[config.mk]
export PLATFORM = sky130hd
export DESIGN_NAME = regfile_wr_arbiter
export DESIGN_NICKNAME = d
export VERILOG_FILES = /design/src/rtl/regfile_wr_arbiter.sv
export SDC_FILE = /design/constraint.sdc
export NUM_CORES = 1
export LEC_CHECK = 0
export CORE_MARGIN = 4
export CORE_UTILIZATION = 44
export DETAILED_ROUTE_END_ITERATION = 10
export PLACE_DENSITY_LB_ADDON = 0.2
export RECOVER_POWER = 25
export SLEW_MARGIN = 0
export SYNTH_ARGS = -nofsm -noshare
export SYNTH_HDL_FRONTEND = slang
export SYNTH_SLANG_ARGS = --single-unit
[constraint.sdc]
create_clock -name clk -period 3.6 [get_ports clk]
set_input_delay 0.54 -clock clk [delete_from_list [all_inputs] [get_ports clk]]
set_output_delay 0.54 -clock clk [all_outputs]
set_load 0.03 [all_outputs]
[src/rtl/regfile_wr_arbiter.sv]
// Register-file write-port arbiter. The writeback stage always wins the port.
// Multi-cycle unit results wait in a small FIFO and drain in the free cycles.
// Queued results can also be looked up for RAW hazards. If the head result is
// blocked for too long, wb_stall forces a pipeline bubble so that it can drain.
//
// state | meaning
// IDLE  | head not blocked, starvation counter cleared
// WAIT  | valid head blocked by WB, counting consecutive blocked cycles
// FORCE | starvation limit hit, wb_stall held until the head resolves
module regfile_wr_arbiter #(
  parameter int XLEN         = 32,
  parameter int DEPTH        = 2,
  parameter int STARVE_LIMIT = 4
) (
  input  logic            clk,
  input  logic            rst,
  input  logic            wb_we,
  input  logic [4:0]      wb_rd,
  input  logic [XLEN-1:0] wb_data,
  input  logic            mc_valid,
  output logic            mc_ready,
  input  logic [4:0]      mc_rd,
  input  logic [XLEN-1:0] mc_data,
  output logic            rf_we,
  output logic [4:0]      rf_a3,
  output logic [XLEN-1:0] rf_wd,
  input  logic [4:0]      hz_a1,
  input  logic [4:0]      hz_a2,
  output logic            hz_stall,
  output logic            wb_stall,
  output logic            proto_err
);

  localparam int CW = $clog2(DEPTH + 1);
  localparam logic [1:0] ST_IDLE  = 2'd0;
  localparam logic [1:0] ST_WAIT  = 2'd1;
  localparam logic [1:0] ST_FORCE = 2'd2;

  // Shift-register FIFO: slot 0 is always the head. Slots at or above count
  // always hold a cleared valid bit, so valid implies present.
  logic [4:0]      q_rd     [DEPTH];
  logic [XLEN-1:0] q_data   [DEPTH];
  logic [DEPTH-1:0] q_vld;
  logic [CW-1:0]   count;

  logic [4:0]      ext_rd   [DEPTH+1];
  logic [XLEN-1:0] ext_data [DEPTH+1];
  logic [DEPTH:0]  ext_vld;
  logic [4:0]      nxt_rd   [DEPTH];
  logic [XLEN-1:0] nxt_data [DEPTH];
  logic [DEPTH-1:0] nxt_vld;
  logic [DEPTH-1:0] vld_keep;
  logic [CW-1:0]   count_nxt;
  logic [CW-1:0]   wr_idx;

  logic            wb_act;
  logic            pop;
  logic            push;
  logic            push_vld;
  logic            blocked;
  logic [1:0]      state;
  logic [3:0]      starve_cnt;
  logic [3:0]      starve_inc;

  // Port ownership, handshake and the FIFO's next contents.
  always_comb begin
    wb_act    = wb_we && (wb_rd != 5'd0);
    pop       = (count != '0) && (!q_vld[0] || !wb_act);
    mc_ready  = !rst && (count < CW'(DEPTH));
    push      = mc_valid && mc_ready;
    push_vld  = (mc_rd != 5'd0) && !(wb_act && (mc_rd == wb_rd));
    wr_idx    = count - CW'(pop);
    count_nxt = count + CW'(push) - CW'(pop);
    for (int i = 0; i < DEPTH; i++) begin
      // a younger WB write to the same rd supersedes the queued result
      vld_keep[i]    = q_vld[i] && !(wb_act && (q_rd[i] == wb_rd));
      ext_rd[i]      = q_rd[i];
      ext_data[i]    = q_data[i];
    end
    ext_rd[DEPTH]   = 5'd0;
    ext_data[DEPTH] = '0;
    ext_vld         = {1'b0, vld_keep};
    for (int i = 0; i < DEPTH; i++) begin
      if (pop) begin
        nxt_rd[i]   = ext_rd[i+1];
        nxt_data[i] = ext_data[i+1];
        nxt_vld[i]  = ext_vld[i+1];
      end else begin
        nxt_rd[i]   = q_rd[i];
        nxt_data[i] = q_data[i];
        nxt_vld[i]  = vld_keep[i];
      end
      if (push && (wr_idx == CW'(i))) begin
        nxt_rd[i]   = mc_rd;
        nxt_data[i] = mc_data;
        nxt_vld[i]  = push_vld;
      end
    end
    blocked    = wb_act && vld_keep[0];
    starve_inc = starve_cnt + 4'd1;
  end

  // Write-port mux: WB first, then a valid FIFO head.
  always_comb begin
    rf_we = 1'b0;
    rf_a3 = 5'd0;
    rf_wd = '0;
    if (!rst) begin
      if (wb_act) begin
        rf_we = 1'b1;
        rf_a3 = wb_rd;
        rf_wd = wb_data;
      end else if (q_vld[0]) begin
        rf_we = 1'b1;
        rf_a3 = q_rd[0];
        rf_wd = q_data[0];
      end
    end
  end

  // RAW lookup against queued results, using the pre-supersede valid bits.
  always_comb begin
    hz_stall = 1'b0;
    for (int i = 0; i < DEPTH; i++) begin
      if (q_vld[i] && (((hz_a1 != 5'd0) && (q_rd[i] == hz_a1)) ||
                       ((hz_a2 != 5'd0) && (q_rd[i] == hz_a2))))
        hz_stall = 1'b1;
    end
    if (rst) hz_stall = 1'b0;
  end

  // FIFO storage and occupancy.
  always_ff @(posedge clk or posedge rst) begin
    if (rst) begin
      count <= '0;
      q_vld <= '0;
      for (int i = 0; i < DEPTH; i++) begin
        q_rd[i]   <= 5'd0;
        q_data[i] <= '0;
      end
    end else begin
      count <= count_nxt;
      q_vld <= nxt_vld;
      for (int i = 0; i < DEPTH; i++) begin
        q_rd[i]   <= nxt_rd[i];
        q_data[i] <= nxt_data[i];
      end
    end
  end

  // Starvation FSM and the sticky protocol-error flag.
  always_ff @(posedge clk or posedge rst) begin
    if (rst) begin
      state      <= ST_IDLE;
      starve_cnt <= 4'd0;
      wb_stall   <= 1'b0;
      proto_err  <= 1'b0;
    end else begin
      if (wb_stall && wb_act) proto_err <= 1'b1;
      case (state)
        ST_IDLE: begin
          if (blocked) begin
            starve_cnt <= 4'd1;
            if (STARVE_LIMIT <= 1) begin
              state    <= ST_FORCE;
              wb_stall <= 1'b1;
            end else begin
              state <= ST_WAIT;
            end
          end
        end
        ST_WAIT: begin
          if (blocked) begin
            starve_cnt <= starve_inc;
            if (starve_inc >= 4'(STARVE_LIMIT)) begin
              state    <= ST_FORCE;
              wb_stall <= 1'b1;
            end
          end else begin
            state      <= ST_IDLE;
            starve_cnt <= 4'd0;
          end
        end
        ST_FORCE: begin
          if (!blocked) begin
            state      <= ST_IDLE;
            starve_cnt <= 4'd0;
            wb_stall   <= 1'b0;
          end
        end
        default: begin
          state      <= ST_IDLE;
          starve_cnt <= 4'd0;
          wb_stall   <= 1'b0;
        end
      endcase
    end
  end

endmodule

==> results.toml <==
[grt]
grt_first_pass_wirelength_mm = 21.45
antenna_violations_before_repair = 0
first_global_vias = 4399
gr-usage-all-layers_pct = 20.47
grt_start_max_net_pins = 87
global_route.overflow_total = 0

[floorplanning]
starting_density_pct = 45.01
design.die.area_mm2 = 0.01284
dieHeight_um = 113.3
core_area_mm2 = 0.01084
ios = 130
rows = 38
die_w_um = 113.3

[detailed_routing]
routedWlPerCell_um = 15.40
drt_pass1_iterations = 4
final_antenna_net_count = 0
via_per_inst = 5.235
wirelength_mm = 13.03
vias = 4429
remaining_drc_errors = 0
first_iter_violations = 282

[sta]
timing.setup.tns_ns = 0
period_share_pct = 97.71
worst_slew_margin_relative_to_its_limit_pct = -39.22
fmaxAchievable_ghz = 0.2843
finalClockSkew_ns = 0.01386
setup_violations = 0
max_slew.worst_pin.slew_ns = 2.088
maxSlewViolCount = 87
unrepaired_setup_endpoints_after_global_routing = "false"
min_tclk_post_route_ns = 3.518
timing.final.hold_violations = 0

[clock_tree]
tritoncts_sink_count = 86
hold_buffers = 0
clk_pin_slew_ns = 0.08
tritoncts.num_buffers = 9
htreeDepth = 3
clockRootBuffer = "clkbuf_8"
cts_tree = "done"
clk-insertion-delay-late_ns = 0.36
clk_path_buf_depth = 2

[run_status]
run_status = "finished, violations left"
failed_checks = "max-capacitance violations, max-slew violations"

[finish]
layout_common_cells = "nand2_1, clkdlybuf4s50_1, dfrtp_1, a21oi_1, nor2_1"
layout.cell_area.non_filler_mm2 = 0.006545
antenna-diode-count = 0
layout-drive-gt1-share_pct = 5.666
nNetsFinal = 795
most_common_library_cell_in_the_layout_ignoring_fill_and_taps = "nand2_1"
area.growth.synth_to_final_pct = 34.13

[critical_path]
critical_path.startpoint_type = "input port"
worst_ep_arrival_time_ns = 2.98
crit_fanout = 38
register_to_register_path_setup_slack_ns = 1.54
timing.critical_path.to_type = "output pin"
criticalPathCategory = "in2out"
critPathRequiredTime_ns = 3.06

[placed_design]
place.detailed.hpwl_mm = 9.025
numPortBuffers = 129
gp_congestion = 0.8744
placed_area_mm2 = 0.006329

[logic_synthesis]
post_synth_inst_count = 592
yosys_register_bits = 86
mappedNetlistArea_mm2 = 0.004880
ys.warnings.count = 0
postSynthAreaPerCell_um2 = 8.243
ys.flop_type = "dfrtp_1"
synthesis.nets = 684
synth-seq-area-share_pct = 44.10
ys_types = 39
number_of_enable_type_register_cells_in_the_synthesized_netlist = 0
synth-async-reset-ratio_pct = 100.0

[power_and_ir_drop]
power.density_cell_area_mw_per_mm2 = 562.0
leakage_power_of_the_design_nw = 2.984
switching_share_pct = 37.62
vdd_ir_drop_max_uv = 268.5
power.internal_mw = 2.295
pwr-share-clk_pct = 19.3
power.share.combinational_pct = 39.8
power.net_switching_mw = 1.384
power.share.sequential_pct = 41.0

[run]
drv.max_cap_violation_count = 1

[worst_hold_path]
hold_path.class = "reg2reg"
-- stage by stage --
step	std cells	hold slack, ns	worst slack, ns	total power [mW]	util (%)
floorplan	592	0.4727	0.4267	2.546	-
global placement	832	0.4404	0.1353	2.938	58.38
detailed placement	832	0.4567	0.1098	2.996	58.38
CTS	846	0.4747	0.08577	3.709	60.24
global route	846	0.5053	0.0006208	3.931	60.38
finish	846	0.4645	0.08247	3.678	60.38
-- final cells by class --
class | count | area (um2)
inverters | 6 | 23.77
multi-input cells | 452 | 2504
repair buffers | 148 | 1489
well taps | 140 | 175.2
fillers | 976 | 4295
clock buffers | 10 | 127.6
clock inverters | 4 | 73.82
flip-flops and latches | 86 | 2152
-- routing by layer --
metal | routed length (um) | track usage, %
met5 | 0 | 0
met4 | 163 | 4.487
met3 | 812 | 5.187
met2 | 6148 | 33.57
met1 | 5904 | 27.51
-- flip-flops by register name (all words and copies together), names as in the netlist --
name        cells
count           2
state           2
wb_stall        1
q_vld           2
ext_rd         10
proto_err       1
starve_cnt      4
ext_data       64
-- synth_stat cells, types with 4 or more instances --
cell | n | area [um2]
a21oi_1 | 76 | 380.4
buf_2 | 7 | 35.03
clkbuf_1 | 34 | 127.6
dfrtp_1 | 86 | 2152
ha_1 | 4 | 50.05
inv_1 | 6 | 22.52
mux2i_1 | 38 | 380.4
nand2_1 | 153 | 574.3
nand2b_1 | 5 | 31.28
nand3_1 | 8 | 40.04
nor2_1 | 47 | 176.4
nor3_1 | 5 | 25.02
nor4_1 | 5 | 31.28
o21ai_0 | 45 | 225.2
or4_1 | 4 | 30.03
xnor2_1 | 18 | 157.7
xor2_1 | 22 | 192.7
-- timing repair --
item | in CTS | in global routing
buffers inserted | 0 | 0
resized for setup | 0 | 8
setup endpoints to repair | 0 | 8
hold endpoints to repair | 0 | 0
-- kinds of logic (layout without fill, tap and decap cells) --
group / Yosys count / after routing / synth area share (%)
AO/OA/AOI/OAI: 132 / 132 / 14.21
XOR/XNOR: 40 / 40 / 7.179
adder cells (fa/ha/maj): 4 / 4 / 1.026
buffers and inverters: 54 / 168 / 5.231
flip-flops: 86 / 86 / 44.10
multiplexers: 38 / 38 / 7.795
AND/OR/NAND/NOR: 238 / 238 / 20.46
-- critical path: stages --
cell             delay (ns)
clkdlybuf4s50_1        0.42
or4_1                  0.62
o21ai_4                0.19
buf_12                 0.23
nand2_1                0.08
a21oi_1                0.19
clkdlybuf4s50_1        0.70
-- power groups by stage --
stage | logic, mW | clock network [mW] | registers (mW)
finish | 1.46 | 0.709 | 1.51
global route | 1.62 | 0.768 | 1.54
CTS | 1.48 | 0.727 | 1.50
detailed placement | 1.48 | 0 | 1.52
global placement | 1.43 | 0 | 1.51
floorplan | 1.12 | 0 | 1.42
-- final timing paths --
kind,start,end,depth (start not counted)
setup / recovery,wb_rd[0],rf_a3[4],7
hold / removal,proto_err,proto_err,1
setup reg to reg,ext_rd[10],starve_cnt[3],6
hold reg to reg,proto_err,proto_err,1
max in group asynchronous,rst,ext_data[48],3
min in group asynchronous,rst,ext_data[93],3
No activity file was read; power rests on OpenSTA's default activity.
==> RTL edit (config.mk and constraints unchanged) <==
Reset style: synchronous (`rst`), changed in 2 clocked blocks.
--- a/src/rtl/regfile_wr_arbiter.sv
+++ b/src/rtl/regfile_wr_arbiter.sv
@@ -130,7 +130,7 @@
   end
 
   // FIFO storage and occupancy.
-  always_ff @(posedge clk or posedge rst) begin
+  always_ff @(posedge clk) begin
     if (rst) begin
       count <= '0;
       q_vld <= '0;
@@ -149,7 +149,7 @@
   end
 
   // Starvation FSM and the sticky protocol-error flag.
-  always_ff @(posedge clk or posedge rst) begin
+  always_ff @(posedge clk) begin
     if (rst) begin
       state      <= ST_IDLE;
       starve_cnt <= 4'd0;
Behaviour: not the same (a bounded check fails within 10 cycles, from zero or initial values and one cycle with rst high; the reset may be asserted at any time).
==> RTL edit against the unedited design <==
Clock power down 3.7%; sequential cell count did not move; design area fell by 2.4%; register-to-register slack worse by 0.61 ns; global-route usage is 1.5 points higher; worst setup slack improved by 0.11 ns; total power is 12% lower; wire length is 8.0% higher; cell count is 5.1% higher; synthesized area is 1.7% lower; count of clock-buffer cells in the layout unchanged; sequential share of layout area decreased by 5.9 points; critical endpoint is now rf_wd[0]; largest cell class unchanged; highest routed layer is now met5.
==> RTL edit: results (changes against the unedited design) <==
| Metric | Value |
|---|---|
| FF-to-FF path depth | `10 (was 6)` |
| Clock skew | `0.01185 ns (was 0.01386 ns)` |
| Vias per cell | `5.524 (was 5.235)` |
| WL met1 | `6212 um (was 5904 um)` |
| Synth Area in Compound Gates | `0.2199 (was 0.1421)` |
| Placed Cells | `874 (was 832)` |
| Seq/Total Area, Yosys | `0.3590 (was 0.4410)` |
| Vias in the first global route | `4832 (was 4399)` |
| Share of the synthesized area in the top cell type | `0.3590 (was 0.4410)` |
| Post-Syn Area per Cell | `7.356 sq um (was 8.243 sq um)` |
| Hold slack | `0.4801 ns (was 0.4645 ns)` |
| Final Net Count | `841 (was 795)` |
| Run status | `complete, no violations (was finished, violations left)` |
| Synth cell count leaders | `nand2_1, dfxtp_1, nor2_1 (was nand2_1, dfrtp_1, a21oi_1)` |
| Met1 GRT Util | `0.2768 (was 0.2751)` |
| First DRT Iteration DRCs | `248 (was 282)` |
| Final std cells w/o fill | `889 (was 846)` |
| RR Startpoint | `q_vld[0] (was ext_rd[10])` |
| R2r endpoint | `q_rd[0][9] (was starve_cnt[3])` |
| Synth area leaders | `dfxtp_1, nand2_1, a2bb2oi_1 (was dfrtp_1, nand2_1, a21oi_1)` |
| Detail Placement HPWL | `9869 um (was 9025 um)` |
| Wire length per cell | `15.82 um (was 15.40 um)` |
| Post-place instance area | `6216 sq um (was 6329 sq um)` |
| First-pass DRT Iterations | `5 (was 4)` |
| Syn nets | `744 (was 684)` |
| Crit-path max FO | `35 (was 38)` |
RTL edit: cell count changes in the layout (fill, tap and decap cells not counted), sizes merged, moves of 36 or more:
cell,unedited run,this run
dfrtp,86,0
dfxtp,0,86
nand2,153,197
o21ai,45,3
a311oi,0,38
a2bb2oi,0,37
mux2i,38,2
nor2,47,83
RTL edit: how the worst max path moves through the flow:
stage	startpoint	endpoint	slack (ns)	cells past startpoint
floorplan	wb_rd[4]	q_data[0][12]	0.65	11
global placement	wb_rd[4]	rf_wd[18]	0.24	7
detailed placement	wb_rd[2]	q_data[0][32]	0.18	11
CTS	wb_rd[2]	rf_wd[0]	0.19	6
global route	wb_rd[2]	rf_wd[3]	0.02	6
finish	wb_rd[2]	rf_wd[0]	0.19	6
RTL edit: power by group:
part	internal [uW]	switching, uW	leakage (uW)
Combinational	585	759	0.00150
Sequential	1110	122	0.000697
Clock	337	346	0.0000983
Total	2030	1230	0.00230
